### src/rtl/seqdet_pkg.sv
// Shared definitions for the 1101 sync-marker link: marker pattern and transmitter states.
package seqdet_pkg;
  localparam logic [3:0] SYNC_PATTERN = 4'b1101;
  localparam int         SYNC_LEN     = 4;

  typedef enum logic [1:0] {
    IDLE,
    PREAMBLE,
    PAYLOAD,
    GAP
  } tx_state_t;
endpackage

### src/rtl/sync_frame_tx.sv
// Bit-stuffed frame serialiser: 1101 marker, MSB-first payload, zero gap. data_out registered, one bit per bit_en.
// Backpressure: in_ready low while the 1-entry holding register is full; the FSM stalls when bit_en is low.
import seqdet_pkg::*;

module sync_frame_tx #(
  parameter int DATA_W   = 8,
  parameter int GAP_BITS = 2
) (
  input  logic              clk,
  input  logic              reset,
  input  logic              bit_en,
  input  logic [DATA_W-1:0] in_data,
  input  logic              in_valid,
  input  logic              in_last,
  output logic              in_ready,
  output logic              data_out,
  output logic              busy,
  output logic              frame_done,
  output logic              underrun
);

  localparam int CNT_MAX = (DATA_W > GAP_BITS) ?
                           ((DATA_W > SYNC_LEN) ? DATA_W : SYNC_LEN) :
                           ((GAP_BITS > SYNC_LEN) ? GAP_BITS : SYNC_LEN);
  localparam int CNT_W = $clog2(CNT_MAX);

  localparam logic [CNT_W-1:0] PRE_LAST = CNT_W'(SYNC_LEN - 1);
  localparam logic [CNT_W-1:0] PAY_LAST = CNT_W'(DATA_W - 1);
  localparam logic [CNT_W-1:0] GAP_LAST = CNT_W'(GAP_BITS - 1);

  tx_state_t         state, state_n;
  logic [CNT_W-1:0]  cnt, cnt_n;
  logic [DATA_W-1:0] shift, shift_n;
  logic              cur_last, cur_last_n;
  logic [2:0]        hist, hist_n;
  logic              data_out_n;
  logic [DATA_W-1:0] hold_data;
  logic              hold_last;
  logic              hold_valid;
  logic              take_hold;
  logic              line_bit;
  logic [1:0]        pre_idx;

  assign in_ready = !hold_valid;
  assign busy     = (state != IDLE);

  always_ff @(posedge clk) begin
    if (reset) begin
      state      <= IDLE;
      cnt        <= '0;
      shift      <= '0;
      cur_last   <= 1'b0;
      hist       <= 3'b000;
      data_out   <= 1'b0;
      hold_data  <= '0;
      hold_last  <= 1'b0;
      hold_valid <= 1'b0;
    end else begin
      state    <= state_n;
      cnt      <= cnt_n;
      shift    <= shift_n;
      cur_last <= cur_last_n;
      hist     <= hist_n;
      data_out <= data_out_n;
      // Load and consume are mutually exclusive: load needs the register empty, consume needs it full.
      if (in_valid && in_ready) begin
        hold_data  <= in_data;
        hold_last  <= in_last;
        hold_valid <= 1'b1;
      end else if (take_hold) begin
        hold_valid <= 1'b0;
      end
    end
  end

  always_comb begin
    state_n    = state;
    cnt_n      = cnt;
    shift_n    = shift;
    cur_last_n = cur_last;
    hist_n     = hist;
    data_out_n = data_out;
    take_hold  = 1'b0;
    frame_done = 1'b0;
    underrun   = 1'b0;
    line_bit   = 1'b0;
    pre_idx    = 2'(SYNC_LEN - 1) - 2'(cnt);

    case (state)
      IDLE: begin
        if (hold_valid) begin
          shift_n    = hold_data;
          cur_last_n = hold_last;
          take_hold  = 1'b1;
          cnt_n      = '0;
          state_n    = PREAMBLE;
        end
      end
      PREAMBLE: begin
        if (bit_en) begin
          line_bit = SYNC_PATTERN[pre_idx];
          if (cnt == PRE_LAST) begin
            cnt_n   = PAY_LAST;
            state_n = PAYLOAD;
          end else begin
            cnt_n = cnt + 1'b1;
          end
        end
      end
      PAYLOAD: begin
        // A 0 after every 110 keeps 1101 off the line except at the marker.
        if (bit_en && hist != 3'b110) begin
          line_bit = shift[DATA_W-1];
          shift_n  = {shift[DATA_W-2:0], 1'b0};
          if (cnt != '0) begin
            cnt_n = cnt - 1'b1;
          end else if (cur_last) begin
            cnt_n   = GAP_LAST;
            state_n = GAP;
          end else if (hold_valid) begin
            shift_n    = hold_data;
            cur_last_n = hold_last;
            take_hold  = 1'b1;
            cnt_n      = PAY_LAST;
          end else begin
            underrun = 1'b1;
            cnt_n    = GAP_LAST;
            state_n  = GAP;
          end
        end
      end
      GAP: begin
        if (bit_en) begin
          if (cnt == '0) begin
            frame_done = 1'b1;
            state_n    = IDLE;
          end else begin
            cnt_n = cnt - 1'b1;
          end
        end
      end
      default: state_n = IDLE;
    endcase

    if (bit_en) begin
      data_out_n = line_bit;
      hist_n     = {hist[1:0], line_bit};
    end
  end

endmodule
### config.mk
export PLATFORM = sky130hd
export DESIGN_NAME = sync_frame_tx
export DESIGN_NICKNAME = d
export VERILOG_FILES = /design/src/rtl/seqdet_pkg.sv /design/src/rtl/sync_frame_tx.sv
export SDC_FILE = /design/constraint.sdc
export NUM_CORES = 1
export LEC_CHECK = 0
export CAP_MARGIN = 20
export CORE_MARGIN = 3
export CORE_UTILIZATION = 40
export DETAILED_ROUTE_END_ITERATION = 8
export GPL_TIMING_DRIVEN = 0
export PLACE_DENSITY_LB_ADDON = 0.1
export SLEW_MARGIN = 10
export SYNTH_ARGS = -nofsm -noshare
export SYNTH_HDL_FRONTEND = slang
export SYNTH_SLANG_ARGS = --single-unit
### constraint.sdc
create_clock -name clk -period 2.34 [get_ports clk]
set_input_delay 0.351 -clock clk [delete_from_list [all_inputs] [get_ports clk]]
set_output_delay 0.351 -clock clk [all_outputs]
set_load 0.01 [all_outputs]
==> metrics.txt <==
Bufs on Longest Clock Path 2; area grow syn2layout 17.85%; Final Cycle Share a little over nine tenths; routability cong. about 0.86; measured slew at the worst slew-check pin 0.5740 ns; sequential share of the synthesized area 36.21%; Reg clk slew, reported paths roughly 0.10 ns; die area 0.004500 mm^2; r2r startpoint state[0]$_SDFFE_PP0P_; Core Rows 21; top-level I/O count 18; DRC Markers 0; vias in the first global route between 1000 and 1500; Final nets about 230; clk_skew approximately 0.0084 ns; Post-synth top flop dfxtp_1; Cells after Synth 183; Die X between 60 and 70 um; global routing's busiest layer met2; CP Launch Point cnt[0]$_SDFFE_PP0P_; hold path start bit_en; starting density of the core 43.04%; ys async rst share 0%; warnings from Yosys 0; DRT iter0 DRCs 47; Reg area around 540 um^2; fillers ~360; status completed; Net Count, Synth just over 200; Leak approximately 0.00063 uW; total grt overflow 0; first-pass GRT wire length between 5000 and 6000 um; Final setup viols 0; CP bufs+invs 2; number of distinct library cells after synthesis 37; Die Ht 67.09 um; Crit path max-delay family buffers and inverters; WP data required ~2.0 ns; grt met3 use around 3%; share of layout cells above drive strength 1 a little under a tenth; Setup crit end kind output port; final wirelength approximately 3400 um; drt pass-1 iters 4; DRT antenna net count 0; TNS Setup 0 ns; Synth area leaders dfxtp_1 (36%), nand2_1 (8.5%), ha_1 (8.4%); critical path class flop to output port; CP cell instances inv_1 -> ha_1 -> nand2b_2 -> nor3_1 -> clkdlybuf4s50_1; Avg Inst Size Synth just over 8 um^2; ant diodes 0; Seq cells post-synth 27; Port Buf Inserts 15; Clock Sinks 27; CTS root buf clkbuf_8; largest fanout on the critical path 6; max-cap violations 0; Max VDD drop 0.3233 mV; Vias approximately 1400; grt met2 use 26.01%; antenna violations before repair 0; cts bufs inserted 3; final non-filler cell total 248; Final min period approximately 2.2 ns; Synth area leader dfxtp_1; Final Max Slew Viols 0; CTS H-tree lvls 1; Rel. slew slack 61.65%; TritonCTS clock tree done; Via-to-Cell Ratio around 5.5; met1 usage between 20% and 30%; core area between 0.003 and 0.004 mm^2; Post-Syn Area about 0.0015 mm^2; Max Clk Rate around 450 MHz; Synth top area share 36.21%; Routed WL per cell ~14 um; Post-DP HPWL 2598 um; Skew-Pair Late Insertion Delay approximately 0.28 ns; power density cells between 700 and 800 mW/mm^2; number of synthesized flops with an enable pin 0; RSZ-0062 raised after global routing no; Total GRT Usage around 17%; Hold Vio Cnt, Final 0; Startpoint Class flop; crit path DAT 1.86 ns; CP max-delay cell clkdlybuf4s50_1; HP Class input port to flop; largest net degree at the start of global routing 17; Slowest Stage Delay on Critical Path between 0.5 and 0.6 ns; placed cells about 240; multi-input logic area 865.8 um^2
## sequential cells by signal (all words and copies together) (netlist names)
signal / cells
hold_data: 8
shift: 8
cnt: 3
hist: 3
state: 2
cur_last: 1
hold_last: 1
hold_valid: 1
## logic make-up after synthesis
logic type | Yosys count | synth area share (%)
fa+ha+maj | 10 | 8.382
buf+inv | 22 | 6.370
flops | 27 | 36.21
simple gates | 74 | 24.14
mux | 5 | 3.353
compound gates | 45 | 21.54
## repair_timing
action	4_1_cts	5_1_grt
endpoints found under the setup margin	1	1
pin swaps	0	0
buffers inserted	0	0
endpoints found under the hold margin	0	0
hold buffers	0	0
gates resized for setup	2	2
## cells in the mapped netlist (2+ instances only)
| library cell | n |
|---|---|
| o311ai_0 | 2 |
| mux2i_1 | 5 |
| o21ai_0 | 9 |
| a21oi_1 | 14 |
| a311oi_1 | 5 |
| o32ai_1 | 3 |
| nor2_1 | 14 |
| a311oi_2 | 2 |
| nand2_1 | 34 |
| inv_1 | 12 |
| dfxtp_1 | 27 |
| buf_2 | 4 |
| nor2b_1 | 4 |
| clkbuf_1 | 5 |
| o22ai_1 | 2 |
| ha_1 | 10 |
| nand3_1 | 11 |
## final timing paths
check                                    to  slack [ns]  cells after the start
setup reg to reg      shift[7]$_SDFFE_PP0P_        0.44                      7
hold reg to reg   hold_data[2]$_SDFFE_PP0P_        0.46                      2
hold / removal         hist[0]$_SDFFE_PP0P_        0.43                      3
setup / recovery                 frame_done        0.13                      5
## cells in the final DEF, fill, tap and decap left out, types with 2 or more instances in the layout
cell,count
inv_1,12
ha_1,9
clkbuf_8,3
clkbuf_1,5
buf_2,3
o311ai_0,2
o21ai_0,9
a21oi_1,14
clkdlybuf4s50_1,14
nor2_1,14
o32ai_1,3
dfxtp_1,27
o22ai_1,2
a311oi_1,5
mux2i_1,5
a311oi_2,2
nand3_1,11
nand2_1,34
nor2b_1,4
## stage by stage
stage	worst slack (ns)	instance area [um^2]	hold slack, ns	util (%)	power (uW)
final	0.1281	1759	0.4261	50.72	1349
after global routing	0.01875	1759	0.4532	50.72	1445
after CTS	0.07847	1750	0.4233	50.47	1349
after detailed placement	0.05570	1700	0.4508	49.03	1067
after global placement	0.09399	1700	0.4482	49.03	1056
after floorplan	0.6756	1493	0.4366	-	925.3
## tightest hold or removal path: stages
cell and delay [ns]:
buf_2 0.15, nand3_1 0.10, a21oi_1 0.06
## where the power goes
part | switching [uW] | internal [uW]
combinational | 293 | 211
sequential | 40.6 | 520
clock | 163 | 121
total | 497 | 852
## layout make-up
class	count	share of cell area, %
multi-input cells	134	49.22
flip-flops and latches	27	30.73
repair buffers	15	8.464
well taps	46	3.272
plain buffers	10	2.987
inverters	12	2.560
clock buffers	3	2.347
clock inverters	1	0.4267
## metal layers
metal / part of all wire, % / vias to the layer above
li1: - / 687
met1: 52 / 645
met2: 44 / 24
met3: 3.7 / 4
met4: 0.62 / 0
met5: 0 / -
Note: power is estimated with default switching activity, not from simulation.
